`src/rtl/alu_arbiter.sv`:
```
// Round-robin arbiter sharing one combinational ALU between the execute stage (slot 0) and the aux unit (slot 1).
// Latency: operands on the ALU one edge after the grant, result captured WAIT_CYCLES later, done pulses the cycle after.
package alu_pkg;
    typedef enum logic [3:0] {
        ALU_SLL  = 4'b0000,
        ALU_SRL  = 4'b0001,
        ALU_ADD  = 4'b0010,
        ALU_SUB  = 4'b0011,
        ALU_AND  = 4'b0100,
        ALU_OR   = 4'b0101,
        ALU_XOR  = 4'b0110,
        ALU_NOR  = 4'b0111,
        ALU_SLT  = 4'b1000,
        ALU_SLTU = 4'b1001
    } aluop_t;
endpackage

module alu_arbiter
    import alu_pkg::*;
#(
    parameter int unsigned WAIT_CYCLES = 1
) (
    input  logic        CLK,
    input  logic        nRST,
    input  logic        req0,
    input  logic        req1,
    input  aluop_t      op0,
    input  aluop_t      op1,
    input  logic [31:0] a0,
    input  logic [31:0] b0,
    input  logic [31:0] a1,
    input  logic [31:0] b1,
    output logic        done0,
    output logic        done1,
    output logic        busy,
    output logic        grant,
    output logic [31:0] result,
    output logic        res_neg,
    output logic        res_ovf,
    output logic        res_zero,
    output aluop_t      alu_op,
    output logic [31:0] alu_a,
    output logic [31:0] alu_b,
    input  logic [31:0] alu_out,
    input  logic        alu_neg,
    input  logic        alu_ovf,
    input  logic        alu_zero
);
    typedef enum logic [1:0] {IDLE, EXEC, DONE} state_t;

    localparam logic [3:0] CNT_INIT = 4'(WAIT_CYCLES - 1);

    state_t     state;
    state_t     state_nxt;
    logic [3:0] cnt;
    logic       last;
    logic       start;
    logic       win;

    always_comb begin
        state_nxt = state;
        start     = 1'b0;
        win       = 1'b0;
        case (state)
            IDLE: begin
                if (req0 || req1) begin
                    start     = 1'b1;
                    // On a tie the slot that was not served last goes next.
                    win       = (req0 && req1) ? ~last : req1;
                    state_nxt = EXEC;
                end
            end
            EXEC:    if (cnt == 4'd0) state_nxt = DONE;
            DONE:    state_nxt = IDLE;
            default: state_nxt = IDLE;
        endcase
    end

    always_ff @(posedge CLK or negedge nRST) begin
        if (!nRST) state <= IDLE;
        else       state <= state_nxt;
    end

    always_ff @(posedge CLK or negedge nRST) begin
        if (!nRST) begin
            cnt      <= 4'd0;
            last     <= 1'b1;
            grant    <= 1'b0;
            alu_op   <= aluop_t'(4'b0000);
            alu_a    <= 32'd0;
            alu_b    <= 32'd0;
            result   <= 32'd0;
            res_neg  <= 1'b0;
            res_ovf  <= 1'b0;
            res_zero <= 1'b0;
        end else begin
            if (start) begin
                grant  <= win;
                alu_op <= win ? op1 : op0;
                alu_a  <= win ? a1 : a0;
                alu_b  <= win ? b1 : b0;
                cnt    <= CNT_INIT;
            end
            if (state == EXEC) begin
                if (cnt != 4'd0) begin
                    cnt <= cnt - 4'd1;
                end else begin
                    result   <= alu_out;
                    res_neg  <= alu_neg;
                    res_ovf  <= alu_ovf;
                    res_zero <= alu_zero;
                end
            end
            if (state == DONE) last <= grant;
        end
    end

    assign busy  = (state != IDLE);
    assign done0 = (state == DONE) && !grant;
    assign done1 = (state == DONE) &&  grant;
endmodule

```
`config.mk`:
```
export PLATFORM = sky130hd
export DESIGN_NAME = alu_arbiter
export DESIGN_NICKNAME = d
export VERILOG_FILES = /design/src/rtl/alu_arbiter.sv
export SDC_FILE = /design/constraint.sdc
export NUM_CORES = 1
export LEC_CHECK = 0
export CORE_MARGIN = 4
export CORE_UTILIZATION = 43
export DETAILED_ROUTE_END_ITERATION = 6
export GPL_ROUTABILITY_DRIVEN = 1
export GPL_TIMING_DRIVEN = 0
export HOLD_SLACK_MARGIN = 0.02
export PLACE_DENSITY = 0.93
export SYNTH_ARGS = -nofsm -noshare
export SYNTH_HDL_FRONTEND = slang
export SYNTH_SLANG_ARGS = --single-unit
```
`constraint.sdc`:
```
create_clock -name CLK -period 4 [get_ports CLK]
set_input_delay 0.6 -clock CLK [delete_from_list [all_inputs] [get_ports CLK]]
set_output_delay 0.6 -clock CLK [all_outputs]
set_load 0.02 [all_outputs]
```
==> results of run 1 <==
## path summary, 6_finish.rpt
path,start,to,slack [ns]
worst max register to register,state[1]$_DFFE_PN0P_,alu_a[26]$_DFFE_PN0P_,2.12
min in group CLK,result[26]$_DFFE_PN0P_,result[26]$_DFFE_PN0P_,0.50
worst max-delay path,state[1]$_DFFE_PN0P_,busy,1.37
max in group asynchronous,nRST,last$_DFFE_PN1N_,2.98
worst min-delay path,nRST,result[12]$_DFFE_PN0P_,0.22
worst min register to register,result[26]$_DFFE_PN0P_,result[26]$_DFFE_PN0P_,0.50
## synth_stat cells
| master | n |
|---|---|
| sky130_fd_sc_hd__o22ai_1 | 1 |
| sky130_fd_sc_hd__nor3b_2 | 1 |
| sky130_fd_sc_hd__ha_1 | 1 |
| sky130_fd_sc_hd__dfstp_2 | 1 |
| sky130_fd_sc_hd__nor2_2 | 1 |
| sky130_fd_sc_hd__mux2_2 | 6 |
| sky130_fd_sc_hd__o31ai_1 | 1 |
| sky130_fd_sc_hd__or2_2 | 1 |
| sky130_fd_sc_hd__a21o_1 | 1 |
| sky130_fd_sc_hd__or3_1 | 1 |
| sky130_fd_sc_hd__and4_1 | 68 |
| sky130_fd_sc_hd__nand2_2 | 1 |
| sky130_fd_sc_hd__nor3b_1 | 69 |
| sky130_fd_sc_hd__o21ai_0 | 2 |
| sky130_fd_sc_hd__a221o_1 | 68 |
| sky130_fd_sc_hd__inv_1 | 4 |
| sky130_fd_sc_hd__mux2i_1 | 1 |
| sky130_fd_sc_hd__mux2_1 | 9 |
| sky130_fd_sc_hd__a31o_2 | 1 |
| sky130_fd_sc_hd__mux2_4 | 20 |
| sky130_fd_sc_hd__buf_4 | 2 |
| sky130_fd_sc_hd__buf_6 | 3 |
| sky130_fd_sc_hd__nor2_1 | 3 |
| sky130_fd_sc_hd__o21ai_2 | 1 |
| sky130_fd_sc_hd__o221ai_1 | 2 |
| sky130_fd_sc_hd__buf_2 | 16 |
| sky130_fd_sc_hd__nand3_2 | 1 |
| sky130_fd_sc_hd__nor2_4 | 1 |
| sky130_fd_sc_hd__inv_2 | 1 |
| sky130_fd_sc_hd__nand3b_1 | 1 |
| sky130_fd_sc_hd__dfrtp_1 | 110 |
| sky130_fd_sc_hd__nand2b_1 | 3 |
| sky130_fd_sc_hd__clkbuf_1 | 33 |
## kinds of logic after synthesis
| group | after synthesis | synth area share (%) |
|---|---|---|
| AO/OA/AOI/OAI | 77 | 13.6 |
| adder cells (fa/ha/maj) | 1 | 0.227 |
| buffers and inverters | 59 | 4.94 |
| flip-flops | 111 | 50.5 |
| multiplexers | 36 | 8.71 |
| AND/OR/NAND/NOR | 151 | 22.0 |
## critical path: cells and delay by family (launching register included)
family                 cells  cell delay (ns)
buffers and inverters      3             0.97
and+or+nand+nor            1             0.29
DFF                        1             0.43
## stage by stage
| stage | hold slack, ns | std cells |
|---|---|---|
| 3_5_place_dp | 0.480 | 888 |
| 6_report | 0.221 | 904 |
| 2_1_floorplan | 0.304 | 435 |
| 3_3_place_gp | 0.477 | 887 |
| 4_1_cts | 0.222 | 904 |
| 5_1_grt | 0.239 | 904 |
## where the power goes
part	internal [uW]	switching (uW)	leakage (uW)
sequential	1690	370	0.00132
clock	488	418	0.000146
combinational	1980	1970	0.00211
## layout make-up
class                           instances  area share [%]
Tap cell                              172            2.44
Inverter                                5           0.212
Timing Repair Buffer                  281            32.0
Multi-Input combinational cell        265            27.7
Clock inverter                          7           0.793
Buffer                                 54            2.86
Clock buffer                            9            2.55
Sequential cell                       111            31.4
## per-layer routing
metal | wire, um | vias to the layer above | track usage, %
met2 | 10400 | 227 | 46.7
met1 | 7700 | 2661 | 32.1
li1 | - | 2325 | -
met5 | 0 | - | 0
met3 | 1280 | 40 | 5.31
met4 | 591 | 0 | 10.7
## registers in the layout, indices dropped and copies added (netlist names), 2 cells and up
| name | count |
|---|---|
| alu_a | 32 |
| alu_b | 32 |
| result | 32 |
| alu_op | 4 |
| cnt | 4 |
| state | 2 |
==> flow_summary.toml, run 1 <==
[finish]
antenna_cells_inserted = 0
post_route_cells_drive_above_1_share_pct = 10.2
area_delta_synth_final_pct = 60.7
mostFrequentLayoutCells = "sky130_fd_sc_hd__clkdlybuf4s50_1, sky130_fd_sc_hd__dfrtp_1, sky130_fd_sc_hd__nor3b_1"
combined_flip_flop_and_latch_cell_area_um2 = 2780
fillerInstances = 891
stdcell_area_um2 = 8840
final_common_cell = "sky130_fd_sc_hd__clkdlybuf4s50_1"
post-route-util_pct = 70.3
layout.nets = 903
total_area_of_multi_input_combinational_cells_um2 = 2450

[synthesis]
synth.ff_latch_count = 111
ys_top_cells_by_area = "sky130_fd_sc_hd__dfrtp_1, sky130_fd_sc_hd__a221o_1, sky130_fd_sc_hd__and4_1"
synth_area_um2 = 5500
yosys_warnings = 0
yosysSeqAreaShare_pct = 50.5
yosys.area.top_type = "sky130_fd_sc_hd__dfrtp_1"
synth_largest_type_area_fraction_pct = 50.1
synth_fp_nets = 611
synthDistinctLibCells = 33
syn_avg_cell_area_um2 = 12.6
syn_inst = 435

[sta]
min_period_ns = 2.63
final_count_of_pins_violating_max_slew = 0
setup_violations = 0
hold_viol_final = 0
timing_worst_slew_pin_value_ns = 0.522
relSlewSlack_pct = 65.2
timing.final.ws_setup_ns = 1.37
timing.setup.tns_ns = 0
finalClockSkew_ns = 0.0101
fmaxAchievable_mhz = 380
period_share_pct = 65.8
grt_setup_unrepaired = "no"

[die]
core-area_um2 = 12600
dieWidth_um = 121
pin_count = 282
std_cell_rows = 41
fp.dieH_um = 121
die_footprint_um2 = 14700
initial_core_utilization_pct = 43.8

[route]
post_drt_via_cell_ratio = 5.81
firstDrtPassIters = 4
drt_wl_total_um = 19900
antenna_violating_nets_post_route = 0
drt_drc_violations_left = 0
route.detailed.wl_per_inst_um = 22.1
route.vias.total = 5253
first_iter_violations = 363

[worst_setup_path]
timing.critical_path.slowest_cell_delay_ns = 0.56
worst_r2r_path_depth = 5
setup.worst_path.end_class = "output pin"
worst-path-max-fanout = 10
worst_endpoint_data_arrival_time_ns = 2.03
critical-path-slowest-cell = "sky130_fd_sc_hd__clkdlybuf4s50_1"
start_kind = "register"
worstPathCellList = "nor2_4 > inv_2 > buf_2 > clkdlybuf4s50_1"
critical_path_required_ns = 3.40
setup.worst_path.class = "reg -> out"

[place]
routabilityCongestion = 0.843
pre_cts_ws_ns = 1.52
placedInstanceArea_um2 = 8540
portBuffers = 280
detailedPlacementHpwl_um = 15200

[cts]
cts_tree = "built"
tritoncts.num_buffers = 9
clock_sink_count = 111
cts_hold_repair.buffers = 0
path_clk_slew_ns = 0.08
clock_tree.buffer_depth = 2
ctsResizeCount = 0
clockRootBuffer = "sky130_fd_sc_hd__clkbuf_16"
post_cts_setup_repair_buffer_count = 0
htree_num_levels = 3
clock_latency_ns = 0.35

[grt]
first_global_vias = 5674
grt_first_pass_wirelength_um = 30700
antenna_violations_before_repair = 0
grt_max_degree = 75
grt-ovfl-total = 0
global_route.usage.total_pct = 26.7

[run]
drv_cap = 0

[power_and_ir_drop]
power_density_nw_per_um2 = 783
vdd.ir_drop.worst_mv = 0.457
p_leak_uw = 0.00357
total_power_uw = 6920

[min_path]
worstHoldPathType = "in -> async"

[status]
run_status = "completed"
Power figures use the tool's default switching activity.
==> inputs of run 2 (changes only) <==
--- a/config.mk
+++ b/config.mk
@@ -6,12 +6,12 @@
 export NUM_CORES = 1
 export LEC_CHECK = 0
 export CORE_MARGIN = 4
-export CORE_UTILIZATION = 43
+export CORE_UTILIZATION = 40
 export DETAILED_ROUTE_END_ITERATION = 6
 export GPL_ROUTABILITY_DRIVEN = 1
 export GPL_TIMING_DRIVEN = 0
 export HOLD_SLACK_MARGIN = 0.02
-export PLACE_DENSITY = 0.93
+export PLACE_DENSITY = 0.88
 export SYNTH_ARGS = -nofsm -noshare
 export SYNTH_HDL_FRONTEND = slang
 export SYNTH_SLANG_ARGS = --single-unit
==> constraint.sdc (replaced) <==
create_clock -name CLK -period 2.5 [get_ports CLK]
set_input_delay 0.375 -clock CLK [delete_from_list [all_inputs] [get_ports CLK]]
set_output_delay 0.375 -clock CLK [all_outputs]
set_load 0.02 [all_outputs]
==> run 2 against run 1 <==
  * First-iteration DRC count decreased by 20%
  * Global-route usage decreased by 3.0 points
  * Clock power increased by 52%
  * Register-to-register slack got worse by 1.5 ns
  * Via count decreased by 2.1%
  * Count of clock-buffer cells in the layout increased by 1
  * Final cell count increased by 1.0%
  * Sequential cell count unchanged
  * Combinational power increased by 61%
  * Critical path type unchanged
  * Largest power group unchanged
==> flow_summary.toml, run 2 (synthesis results as in run 1) <==
[finish]
antenna_cells_inserted = 0
layout.nets = 908
mostFrequentLayoutCells = "sky130_fd_sc_hd__clkdlybuf4s50_1, sky130_fd_sc_hd__dfrtp_1, sky130_fd_sc_hd__nor3b_1"
stdcell_area_um2 = 8870
biggestRegsByFlops = "alu_a (32), alu_b (32), result (32)"
post_route_cells_drive_above_1_share_pct = 10.9
post-route-util_pct = 66.4
area_delta_synth_final_pct = 61.3
final_common_cell = "sky130_fd_sc_hd__clkdlybuf4s50_1"
layout.cells.non_filler = 913
fillerInstances = 1009

[worst_setup_path]
cpLargestDelayFamily = "buffers and inverters"
worst_endpoint_data_arrival_time_ns = 1.96
timing.critical_path.slowest_cell_delay_ns = 0.64
critical_path_required_ns = 2.12
worst-path-max-fanout = 10
critical-path-slowest-cell = "sky130_fd_sc_hd__clkdlybuf4s50_1"
setup.worst_path.class = "reg -> out"
worstPathCellList = "nor2_4 > inv_2 > buf_2 > clkdlybuf4s50_1"
start_kind = "register"
worstPathBufferInverterCount = 3
setup.worst_path.end_class = "output pin"

[die]
std_cell_rows = 42
initial_core_utilization_pct = 41.2
dieWidth_um = 125
die_footprint_um2 = 15700
pin_count = 282
fp.dieH_um = 125
core-area_um2 = 13300

[sta]
relSlewSlack_pct = 53.9
setup_violations = 0
period_share_pct = 93.3
hold_slack_final_ns = 0.0734
hold_viol_final = 0
final_count_of_pins_violating_max_slew = 0
timing.setup.tns_ns = 0
grt_setup_unrepaired = "no"
fmaxAchievable_mhz = 429
finalClockSkew_ns = 0.00607
timing_worst_slew_pin_value_ns = 0.691
min_period_ns = 2.33

[cts]
tritoncts.num_buffers = 9
clockRootBuffer = "sky130_fd_sc_hd__clkbuf_16"
post_cts_setup_repair_buffer_count = 0
ctsResizeCount = 0
htree_num_levels = 3
path_clk_slew_ns = 0.07
cts_tree = "built"
clock_sink_count = 111
clock_tree.buffer_depth = 2
clock_latency_ns = 0.35
cts_hold_repair.buffers = 0

[grt]
grt_max_degree = 59
first_global_vias = 5524
grt_first_pass_wirelength_um = 30000
grt-ovfl-total = 0
antenna_violations_before_repair = 0
global_route.usage.total_pct = 23.7

[place]
place_inst = 892
placedInstanceArea_um2 = 8550
routabilityCongestion = 0.854
detailedPlacementHpwl_um = 14700
portBuffers = 280

[min_path]
worstHoldPathType = "in -> async"

[power_and_ir_drop]
pwr-share-comb_pct = 57.8
power_density_nw_per_um2 = 1240
cellInternalPower_uw = 6640
swShare_pct = 39.7
sequentialPowerShare_pct = 29.7
switching_power_uw = 4380
p_leak_uw = 0.00359
vdd.ir_drop.worst_mv = 0.645
clockPowerShare_pct = 12.5

[route]
firstDrtPassIters = 5
route.vias.total = 5142
post_drt_via_cell_ratio = 5.63
antenna_violating_nets_post_route = 0
first_iter_violations = 292
drt_wl_total_um = 19200
route.detailed.wl_per_inst_um = 21.0
drt_drc_violations_left = 0

[status]
run_status = "completed"

[run]
drv_cap = 0
run 2: worst paths after layout:
| check | to | slack, ns | start | cells after the start |
|---|---|---|---|---|
| worst min register to register | result[24]$_DFFE_PN0P_ | 0.49 | result[24]$_DFFE_PN0P_ | 1 |
| max in group asynchronous | last$_DFFE_PN1N_ | 1.66 | nRST | 2 |
| worst max-delay path | busy | 0.17 | state[0]$_DFFE_PN0P_ | 4 |
| worst min-delay path | result[11]$_DFFE_PN0P_ | 0.07 | nRST | 1 |
| min in group CLK | result[24]$_DFFE_PN0P_ | 0.49 | result[24]$_DFFE_PN0P_ | 1 |
| worst max register to register | alu_op[0]$_DFFE_PN0P_ | 0.60 | state[0]$_DFFE_PN0P_ | 6 |
run 2: power groups by stage:
stage	clock network, uW	registers (uW)	logic [uW]
finish	1380	3270	6370
global route	1480	3370	6730
CTS	1420	3270	6340
detailed placement	0	3280	6320
global placement	0	3240	6160
floorplan	0	4270	2410
run 2: cell type report:
type                            instances  area (um2)  share of cell area (%)
Clock inverter                          6        43.8                   0.494
Clock buffer                           10         239                    2.70
Timing Repair Buffer                  286        2870                    32.3
Tap cell                              176         220                    2.48
Buffer                                 54         253                    2.85
Multi-Input combinational cell        265        2450                    27.6
Sequential cell                       111        2780                    31.3
Inverter                                5        18.8                   0.212
run 2: per-layer routing:
metal,track usage (%),routed length [um],up-vias
met1,28.7,7700,2554
met2,41.8,9790,220
met4,7.72,533,0
li1,-,-,2333
met3,5.59,1190,35
met5,0,0,-
run 2: worst reg2reg max path, stage by stage, from the launching register on:
cell	delay [ns]
sky130_fd_sc_hd__dfrtp_1	0.43
sky130_fd_sc_hd__nor2_4	0.24
sky130_fd_sc_hd__buf_4	0.16
sky130_fd_sc_hd__nand3_2	0.17
sky130_fd_sc_hd__buf_2	0.26
sky130_fd_sc_hd__buf_2	0.21
sky130_fd_sc_hd__a221o_1	0.31
run 2: stage by stage:
step / setup slack, ns / total power, uW
2_1_floorplan: 0.911 / 6670
3_3_place_gp: -3.08 / 9410
3_5_place_dp: 0.253 / 9600
4_1_cts: 0.0314 / 11000
5_1_grt: 0.0506 / 11600
6_report: 0.168 / 11000
